--- config.mk ---
export PLATFORM = sky130hd
export DESIGN_NAME = ooo_hazard_ctrl
export DESIGN_NICKNAME = d
export VERILOG_FILES = /design/src/rtl/rv32i_types_pkg.sv /design/src/rtl/ooo_scoreboard.sv /design/src/rtl/ooo_hazard_ctrl.sv
export SDC_FILE = /design/constraint.sdc
export NUM_CORES = 1
export LEC_CHECK = 0
export CORE_ASPECT_RATIO = 2
export CORE_MARGIN = 1.5
export CORE_UTILIZATION = 40
export CTS_CLUSTER_SIZE = 14
export DETAILED_ROUTE_END_ITERATION = 8
export PLACE_DENSITY = 0.66
export RECOVER_POWER = 50
export SYNTH_ARGS = -nofsm -noshare
export SYNTH_HDL_FRONTEND = slang
export SYNTH_SLANG_ARGS = --single-unit
--- constraint.sdc ---
create_clock -name CLK -period 2.79 [get_ports CLK]
set_clock_uncertainty 0.05 [all_clocks]
set_input_delay 0.4185 -clock CLK [delete_from_list [all_inputs] [get_ports CLK]]
set_output_delay 0.4185 -clock CLK [all_outputs]
set_load 0.005 [all_outputs]
--- src/rtl/rv32i_types_pkg.sv ---
// Shared core types: hazard-controller FSM states, redirect causes, FU slot indices.
package rv32i_types_pkg;

    typedef enum logic [1:0] {IDLE, FLUSH, DRAIN, REDIRECT} hazard_state_t;

    typedef enum logic [1:0] {CAUSE_NONE, CAUSE_EXC, CAUSE_INTR, CAUSE_IFENCE} redirect_cause_t;

    localparam int FU_AU = 0;
    localparam int FU_MU = 1;
    localparam int FU_DU = 2;
    localparam int FU_LS = 3;

endpackage

--- src/rtl/ooo_scoreboard.sv ---
// Per-register busy/tag scoreboard with tag-matched writeback clear; OOO_HAZARD_WB_BYPASS_EN masks lookups.
// Latency: set/clear visible next cycle (same cycle for lookups when bypass is built in).
// Backpressure: none; the top gates the set strobe with its dispatch decision.
module ooo_scoreboard #(
    parameter int NUM_REGS = 32,
    parameter int NUM_WB   = 2,
    parameter int TAG_W    = 4,
    parameter int RW       = $clog2(NUM_REGS)
) (
    input  logic                    clk,
    input  logic                    rst_n,
    input  logic                    flush_clr,
    input  logic                    set_vld,
    input  logic [RW-1:0]           set_rd,
    input  logic [TAG_W-1:0]        set_tag,
    input  logic [NUM_WB-1:0]       wb_valid,
    input  logic [NUM_WB*RW-1:0]    wb_rd,
    input  logic [NUM_WB*TAG_W-1:0] wb_tag,
    input  logic [RW-1:0]           rs1,
    input  logic [RW-1:0]           rs2,
    input  logic [RW-1:0]           rd,
    output logic                    rs1_hit,
    output logic                    rs2_hit,
    output logic                    rd_hit
);

    logic [NUM_REGS-1:0] busy;
    logic [NUM_REGS-1:0] wb_clr;
    logic [NUM_REGS-1:0] look_busy;
    logic [TAG_W-1:0]    tag [NUM_REGS];

    // Stale tags (register re-allocated since) must not clear the newer owner.
    always_comb begin
        wb_clr = '0;
        for (int i = 0; i < NUM_WB; i++) begin
            if (wb_valid[i] && busy[wb_rd[i*RW +: RW]] &&
                tag[wb_rd[i*RW +: RW]] == wb_tag[i*TAG_W +: TAG_W]) begin
                wb_clr[wb_rd[i*RW +: RW]] = 1'b1;
            end
        end
    end

`ifdef OOO_HAZARD_WB_BYPASS_EN
    assign look_busy = busy & ~wb_clr;
`else
    assign look_busy = busy;
`endif

    assign rs1_hit = look_busy[rs1];
    assign rs2_hit = look_busy[rs2];
    assign rd_hit  = look_busy[rd];

    always_ff @(posedge clk or negedge rst_n) begin
        if (!rst_n) begin
            busy <= '0;
            for (int r = 0; r < NUM_REGS; r++) tag[r] <= '0;
        end else begin
            for (int r = 0; r < NUM_REGS; r++) begin
                if (flush_clr) begin
                    busy[r] <= 1'b0;
                end else if (set_vld && set_rd == RW'(r)) begin
                    busy[r] <= 1'b1;
                    tag[r]  <= set_tag;
                end else if (wb_clr[r]) begin
                    busy[r] <= 1'b0;
                end
            end
        end
    end

endmodule

--- src/rtl/ooo_hazard_ctrl.sv ---
// Hazard/scoreboard controller: operand/WAW/FU stalls plus flush-drain-redirect sequencing (OOO_HAZARD_WB_BYPASS_EN adds wb bypass).
// Latency: stalls and dispatch_fire are combinational; flush asserted the cycle after the cause.
// Backpressure: stall_decode holds decode; pc_en drops while draining; watchdog forces redirect.
module ooo_hazard_ctrl
    import rv32i_types_pkg::*;
#(
    parameter int NUM_REGS  = 32,
    parameter int NUM_FU    = 4,
    parameter int NUM_WB    = 2,
    parameter int TAG_W     = 4,
    parameter int DRAIN_MAX = 64
) (
    input  logic                                 CLK,
    input  logic                                 nRST,
    input  logic                                 dispatch_req,
    input  logic [$clog2(NUM_REGS)-1:0]          dispatch_rs1,
    input  logic [$clog2(NUM_REGS)-1:0]          dispatch_rs2,
    input  logic [$clog2(NUM_REGS)-1:0]          dispatch_rd,
    input  logic                                 rs1_used,
    input  logic                                 rs2_used,
    input  logic                                 dispatch_wen,
    input  logic [$clog2(NUM_FU)-1:0]            dispatch_fu,
    input  logic [TAG_W-1:0]                     dispatch_tag,
    input  logic [NUM_FU-1:0]                    fu_busy,
    input  logic                                 rob_full,
    input  logic                                 rob_empty,
    input  logic [NUM_WB-1:0]                    wb_valid,
    input  logic [NUM_WB*$clog2(NUM_REGS)-1:0]   wb_rd,
    input  logic [NUM_WB*TAG_W-1:0]              wb_tag,
    input  logic                                 mispredict,
    input  logic                                 exception,
    input  logic                                 intr,
    input  logic                                 ifence,
    input  logic                                 d_mem_busy,
    output logic                                 dispatch_fire,
    output logic                                 stall_decode,
    output logic [NUM_FU-1:0]                    stall_fu,
    output logic                                 rs1_busy,
    output logic                                 rs2_busy,
    output logic                                 pc_en,
    output logic                                 fetch_decode_flush,
    output logic                                 decode_execute_flush,
    output logic                                 execute_commit_flush,
    output logic                                 npc_sel,
    output logic                                 insert_priv_pc,
    output logic                                 drain_timeout
);

    localparam int RW = $clog2(NUM_REGS);
    localparam int CW = $clog2(DRAIN_MAX + 1);

    hazard_state_t   state, state_nxt;
    redirect_cause_t cause, cause_nxt;
    logic [CW-1:0]   drain_cnt;
    logic            rs1_hit, rs2_hit, rd_hit, waw;
    logic            drain_done, drain_hit;

    ooo_scoreboard #(
        .NUM_REGS (NUM_REGS),
        .NUM_WB   (NUM_WB),
        .TAG_W    (TAG_W),
        .RW       (RW)
    ) u_sb (
        .clk       (CLK),
        .rst_n     (nRST),
        .flush_clr (state == FLUSH),
        .set_vld   (dispatch_fire && dispatch_wen && dispatch_rd != '0),
        .set_rd    (dispatch_rd),
        .set_tag   (dispatch_tag),
        .wb_valid  (wb_valid),
        .wb_rd     (wb_rd),
        .wb_tag    (wb_tag),
        .rs1       (dispatch_rs1),
        .rs2       (dispatch_rs2),
        .rd        (dispatch_rd),
        .rs1_hit   (rs1_hit),
        .rs2_hit   (rs2_hit),
        .rd_hit    (rd_hit)
    );

    assign rs1_busy      = rs1_used && dispatch_rs1 != '0 && rs1_hit;
    assign rs2_busy      = rs2_used && dispatch_rs2 != '0 && rs2_hit;
    assign waw           = dispatch_wen && rd_hit;
    assign stall_decode  = state != IDLE || rob_full || rs1_busy || rs2_busy || waw ||
                           fu_busy[dispatch_fu];
    assign dispatch_fire = dispatch_req && !stall_decode;
    assign stall_fu      = fu_busy | {NUM_FU{state == FLUSH}};

    // A clean drain in the last allowed cycle is not a timeout.
    assign drain_done = rob_empty && !d_mem_busy;
    assign drain_hit  = !drain_done && drain_cnt == CW'(DRAIN_MAX - 1);

    always_comb begin
        state_nxt            = state;
        cause_nxt            = cause;
        pc_en                = 1'b1;
        fetch_decode_flush   = 1'b0;
        decode_execute_flush = 1'b0;
        execute_commit_flush = 1'b0;
        npc_sel              = 1'b0;
        insert_priv_pc       = 1'b0;
        case (state)
            IDLE: begin
                if (exception) begin
                    state_nxt = FLUSH;
                    cause_nxt = CAUSE_EXC;
                end else if (intr) begin
                    state_nxt = FLUSH;
                    cause_nxt = CAUSE_INTR;
                end else if (ifence) begin
                    state_nxt = FLUSH;
                    cause_nxt = CAUSE_IFENCE;
                end else if (mispredict) begin
                    state_nxt = FLUSH;
                    cause_nxt = CAUSE_NONE;
                end
            end
            FLUSH: begin
                fetch_decode_flush   = 1'b1;
                decode_execute_flush = 1'b1;
                execute_commit_flush = cause != CAUSE_NONE;
                npc_sel              = cause == CAUSE_NONE;
                state_nxt            = (cause == CAUSE_NONE) ? IDLE : DRAIN;
            end
            DRAIN: begin
                pc_en = 1'b0;
                if (drain_done || drain_hit) state_nxt = REDIRECT;
            end
            REDIRECT: begin
                insert_priv_pc = cause == CAUSE_EXC || cause == CAUSE_INTR;
                npc_sel        = cause == CAUSE_IFENCE;
                state_nxt      = IDLE;
                cause_nxt      = CAUSE_NONE;
            end
            default: state_nxt = IDLE;
        endcase
    end

    always_ff @(posedge CLK or negedge nRST) begin
        if (!nRST) begin
            state         <= IDLE;
            cause         <= CAUSE_NONE;
            drain_cnt     <= '0;
            drain_timeout <= 1'b0;
        end else begin
            state <= state_nxt;
            cause <= cause_nxt;
            if (state == DRAIN && state_nxt == DRAIN) drain_cnt <= drain_cnt + 1'b1;
            else                                      drain_cnt <= '0;
            if (state == DRAIN && drain_hit) drain_timeout <= 1'b1;
        end
    end

endmodule

==> results of run 1 <==
flip-flops by register name (all words and copies together), names as in the netlist:
register       flops
u_sb.busy         32
drain_timeout      1
state              2
cause              2
u_sb.tag         128
drain_cnt          7
worst min path at each step:
stage,endpoint,slack [ns],depth (start not counted)
after floorplan,cause[0],0.07,0
after global placement,u_sb.tag[81],0.29,1
after detailed placement,u_sb.tag[89],0.30,1
after CTS,u_sb.tag[125],0.35,0
after global routing,u_sb.tag[125],0.37,0
final,u_sb.tag[125],0.36,0
kinds of logic after synthesis:
kind of cell | synth area share, %
AOI/OAI and AO/OA | 9.212
xor gates and xnor gates | 0.3728
adders and majority gates | 0.3195
buffers and inverters | 4.441
DFF | 36.63
muxes | 31.17
and+or+nand+nor | 17.85
routing by layer:
| metal | global-route usage [%] | vias to the layer above | part of all wire, % |
|---|---|---|---|
| li1 | - | 4974 | - |
| met1 | 33.53 | 5801 | 32 |
| met4 | 37.47 | 2 | 14 |
| met2 | 59.07 | 614 | 50 |
| met3 | 6.911 | 330 | 5.1 |
| met5 | 0 | - | 0.017 |
cell usage after synthesis (18+ instances only):
library cell / count / area, sq um
dfrtp_1: 172 / 4304
mux2i_1: 151 / 1511
mux2_2: 109 / 1227
o22ai_1: 68 / 425.4
nor4_1: 46 / 287.8
clkbuf_1: 41 / 153.9
nand2_1: 33 / 123.9
or4_1: 31 / 232.7
mux4_2: 29 / 653.1
nor2_1: 25 / 93.84
buf_2: 24 / 120.1
mux2_1: 24 / 270.3
nand4_1: 20 / 125.1
and2_1: 18 / 112.6
cell type report:
type / instances / area (sq um)
Clock buffer: 19 / 432.9
Tap cell: 360 / 450.4
Clock inverter: 13 / 153.9
Timing Repair Buffer: 487 / 4398
Multi-Input combinational cell: 773 / 8562
Sequential cell: 172 / 4314
Inverter: 14 / 52.55
Fill cell: 2235 / 10480
through the flow:
step | hold slack (ns) | worst slack (ns) | utilization (%) | cell area [sq um]
4_1_cts | 0.3538 | -0.3275 | 60.15 | 17350
5_1_grt | 0.3730 | -0.4074 | 63.66 | 18360
3_5_place_dp | 0.2997 | -1.047 | 53.21 | 15350
3_3_place_gp | 0.2941 | -1.057 | 53.21 | 15350
2_1_floorplan | 0.07291 | -0.1650 | - | 12050
6_report | 0.3569 | -0.3552 | 63.66 | 18360
cell usage in the layout (no fill, tap or decap), drive strengths merged, types with 6 or more instances in the layout:
cell,count
buf,421
dfrtp,172
mux2i,151
mux2,133
o22ai,70
nor4,61
clkdlybuf4s50,49
or4,38
nand2,33
mux4,29
clkbuf,27
nor2,25
nand4,21
inv,20
and2,18
a31o,13
o31ai,13
nor2b,11
nand2b,10
nand3,10
o21ai,9
and3,9
or4b,8
nand4b,8
a21oi,8
o2111ai,7
nand4bb,7
nand3b,6
o211ai,6
dlygate4sd2,6
power by group through the flow:
stage	clock network, uW	logic [uW]	registers [uW]
floorplan	0	737	2690
global placement	0	1430	2700
detailed placement	0	1450	2710
CTS	2470	1580	2660
global route	2590	1790	2680
finish	2460	1700	2670
worst max-delay path: cells and delay by family, from the launching register on:
kind / cells / cell delay [ns]
mux: 3 / 1.17
flops: 1 / 0.46
compound gates: 1 / 0.18
simple gates: 3 / 0.45
buf+inv: 4 / 0.68
repair_timing:
| action | CTS | global route |
|---|---|---|
| setup buffers | 48 | 33 |
| setup endpoints to repair | 160 | 160 |
| resized for setup | 269 | 146 |
| cloned | 7 | 3 |
| hold buffers | 1 | 0 |
| pin swaps | 90 | 51 |
| hold endpoints to repair | 35 | 0 |
==> impl_metrics.toml, run 1 <==
[sta]
tns_ns = -36.97
rsz0062_at_grt = "true"
setup_viol_count_final = 157
slew_violations = 38
slew_headroom_pct = -14.01
timing.final.crit_share_pct = 112.7
max_clock_freq_ghz = 0.3179
timing.final.crit_period_ns = 3.145
worst_pin_slew_ns = 1.710
setup_ws_ns = -0.3552
hold_violations = 0

[status]
status = "finished, violations left"
violations = "max-capacitance violations, max-slew violations, negative setup slack"

[global_route]
grt_antenna_before_repair = 1
grt_pass1_vias = 12180
grt_overflow = 0
grt_usage_pct = 35.25
grt_max_degree = 75
grt_pass1_wl_mm = 76.20

[critical_path]
worst_setup_path_start_kind = "flip-flop"
worstSetupStartpoint = "u_sb.busy[30]"
regToRegSetupSlack_ns = -0.36
path_class = "reg -> reg"
arrival_ns = 3.44
critPathMaxFanout = 10
endpoint = "u_sb.tag[90]"
slowest_delay_ns = 0.48
r2r_end = "u_sb.tag[90]"
r2r-start = "u_sb.busy[30]"
cp.required_ns = 3.08
crit_chain = "mux4_2, mux2_2, a2bb2oi_1, nand4_1, buf_4, nand4_4, buf_12, buf_12, nor4_4, buf_4, mux2_1"
reg2reg_depth = 11
endpoint_kind = "flip-flop"
slowest_stage = "mux4_2"

[die]
die_w_microns = 124.2
rows = 88
core_sq_um = 28850
die_height_microns = 245.4
start_util_pct = 40.73
dieArea_sq_um = 30470
io_pins = 73

[flow_run]
cap_violations = 1

[worst_hold_path]
hold_path.class = "reg -> reg"
hold_start = "u_sb.tag[125]"

[place]
place_inst = 1722
io_buffers = 72
gp_congestion = 1.019
dp_hpwl_mm = 37.85

[routing]
drc = 0
wl_per_cell_microns = 29.19
drtIter0Drc = 762
first_pass_iters = 5
finalWirelength_mm = 53.65
num_vias = 11720
vias_per_cell = 6.377
ant_nets = 0

[pwr]
p_switching_uw = 2115
peakVddDrop_uv = 455.2
clockPowerShare_pct = 35.9
p_sw_share_pct = 30.96
power_frac_seq_pct = 39.1
p_leak_uw = 0.008010
power.density_nw_per_um2 = 371.9
intPower_uw = 4715
power_frac_comb_pct = 24.9
total_power_uw = 6830

[clock_network]
insertion_delay_ns = 0.46
cts_buffer_depth = 2
h-tree-depth = 4
cts_tree = "yes"
clock_sinks = 172
clk_pin_slew_ns = 0.07
clk_root_buffer_cell = "clkbuf_16"
cts-buffers-inserted = 17

[yosys]
synth-edff-count = 0
synthFlopType = "dfrtp_1"
synth_warnings = 0
yosysUniqueCellTypes = 70
synth_nets = 1104
synth-seq-cells = 172
netlist_area_sq_um = 11750
syn_inst = 1043
yosysSeqAreaShare_pct = 36.63
synth-async-reset-ratio_pct = 100.0
syn_area_per_cell_sq_um = 11.26

[layout]
drive_gt1_share_pct = 55.95
instances_no_fill = 1838
syn_to_final_growth_pct = 56.30
diodes = 0
nNetsFinal = 1526
Note: power is estimated with default switching activity, not from simulation.
==> run 2, diff against run 1 <==
CORE_ASPECT_RATIO = 0.5   (was 2)
CORE_UTILIZATION = 32   (was 40)
PLACE_DENSITY = 0.56   (was 0.66)
==> run 2 against run 1 <==
The flow finishes with violations (negative setup slack). Largest power group unchanged. Flip-flop and latch count stayed put. Sequential share of layout area up 0.070 points. Cell count rose by 5.1%. Utilization down 13 points. Worst hold slack improved by 0.0035 ns. Critical path depth shrank 1. Combinational power about the same. Total power is 2.0% lower.
==> impl_metrics.toml, run 2 (synthesis results as in run 1) <==
[status]
status = "finished, violations left"
violations = "negative setup slack"

[flow_run]
cap_violations = 0

[worst_hold_path]
hold_path.class = "reg -> reg"
hold_start = "u_sb.tag[124]"
worstHoldPathCells = 0

[pwr]
p_sw_share_pct = 31.26
intPower_uw = 4603
p_switching_uw = 2093
peakVddDrop_uv = 447.1
p_leak_uw = 0.007745
power.density_nw_per_um2 = 366.3
power_frac_comb_pct = 25.1
power_frac_seq_pct = 39.9
clockPowerShare_pct = 34.9

[layout]
nNetsFinal = 1497
syn_to_final_growth_pct = 55.61
instances_no_fill = 1932
final_area_sq_um = 18280
diodes = 0
drive_gt1_share_pct = 54.49
layout_commonest_cell = "buf_4"
mostFrequentLayoutCells = "buf_4, dfrtp_1, mux2i_1"
regMostFlops = "u_sb.tag"
largest_register_ffs = 128
fillCellCount = 3088
reg_top3 = "u_sb.tag x128, u_sb.busy x32, drain_cnt x7"

[clock_network]
clk_pin_slew_ns = 0.07
insertion_delay_ns = 0.45
clk_root_buffer_cell = "clkbuf_16"
cts_tree = "yes"
h-tree-depth = 4
cts-buffers-inserted = 17
cts_buffer_depth = 2
clock_sinks = 172

[die]
dieArea_sq_um = 37940
die_w_microns = 274.0
die_height_microns = 138.5
rows = 49
core_sq_um = 36050
io_pins = 73
start_util_pct = 32.59

[routing]
wl_met3_mm = 4.332
wl_per_cell_microns = 25.81
vias_per_cell = 5.912
num_vias = 11420
wl_met1_mm = 21.41
routed-wl-met2_mm = 22.28
first_pass_iters = 6
finalWirelength_mm = 49.87
top_layer_used = "met5"
ant_nets = 0
drtIter0Drc = 1412
drc = 0

[sta]
hold_violations = 0
timing.final.crit_share_pct = 111.3
worst_pin_slew_ns = 1.447
max_clock_freq_ghz = 0.3220
setup_viol_count_final = 157
rsz0062_at_grt = "true"
slew_violations = 0
setup_ws_ns = -0.3160
slew_headroom_pct = 3.503
timing.final.crit_period_ns = 3.106

[global_route]
grt_pass1_vias = 11470
grt_pass1_wl_mm = 74.42
grt_overflow = 0
grt_usage_pct = 26.17
grt_max_degree = 56
grt_antenna_before_repair = 2

[critical_path]
worst_setup_path_start_kind = "flip-flop"
path_class = "reg -> reg"
critPathMaxFanout = 8
r2r-start = "u_sb.busy[15]"
arrival_ns = 3.40
cp.required_ns = 3.08
endpoint_kind = "flip-flop"
reg2reg_depth = 10
worstSetupStartpoint = "u_sb.busy[15]"

[place]
io_buffers = 72
place_inst = 1824
gp_congestion = 0.9658
place_ws_ns = -0.9702
place_area_sq_um = 15430
dp_hpwl_mm = 35.13
-- run 2: timing repair --
action / CTS / global route
gates cloned: 9 / 3
hold buffers: 1 / 0
gates resized for setup: 299 / 105
setup endpoints to repair: 160 / 160
buffers inserted: 48 / 30
pin swaps: 73 / 56
endpoints found under the hold margin: 52 / 0
-- run 2: power groups by stage --
| stage | Sequential (uW) | Combinational (uW) | Clock (uW) |
|---|---|---|---|
| 2_1_floorplan | 2690 | 737 | 0 |
| 3_3_place_gp | 2700 | 1410 | 0 |
| 3_5_place_dp | 2710 | 1440 | 0 |
| 4_1_cts | 2670 | 1600 | 2360 |
| 5_1_grt | 2680 | 1780 | 2470 |
| 6_report | 2670 | 1680 | 2340 |
-- run 2: metal layers --
metal  up-vias  track usage [%]
met4         2            8.733
met3       120            4.881
met2       584            40.07
li1       4926                -
met1      5790            37.09
met5         -                0
-- run 2: final timing paths --
| kind | slack (ns) | end |
|---|---|---|
| worst max-delay path | -0.32 | u_sb.tag[94] |
| worst min-delay path | 0.36 | u_sb.tag[124] |
| worst max register to register | -0.32 | u_sb.tag[94] |
| worst min register to register | 0.36 | u_sb.tag[124] |
| max in group asynchronous | 0.27 | u_sb.tag[91] |
| min in group asynchronous | 0.82 | state[1] |
-- run 2: final cells by class --
class	count	area [sq um]	share of cell area, %
inverters	14	52.55	0.2874
multi-input cells	772	8491	46.44
clock buffers	21	470.5	2.573
clock inverters	10	82.58	0.4517
repair buffers	459	4273	23.37
flip-flops and latches	172	4308	23.56
well taps	484	605.6	3.312
-- run 2: through the flow --
stage	power, uW	utilization (%)	hold WS [ns]	TNS, ns
6_report	6697	50.71	0.3604	-30.36
5_1_grt	6929	50.71	0.3774	-44.82
4_1_cts	6627	48.89	0.3575	-27.67
3_5_place_dp	4150	42.79	0.3413	-136.04
3_3_place_gp	4114	42.79	0.3348	-130.01
2_1_floorplan	3423	-	0.07291	-5.706
-- run 2: critical path: stages (launching register included) --
cell and delay [ns]:
dfrtp_1 0.43, mux4_2 0.48, mux2_4 0.27, a2111o_1 0.40, nand3_4 0.12, buf_6 0.11
nand4_4 0.16, buf_12 0.23, nor4_4 0.22, buf_6 0.18, mux2_2 0.34
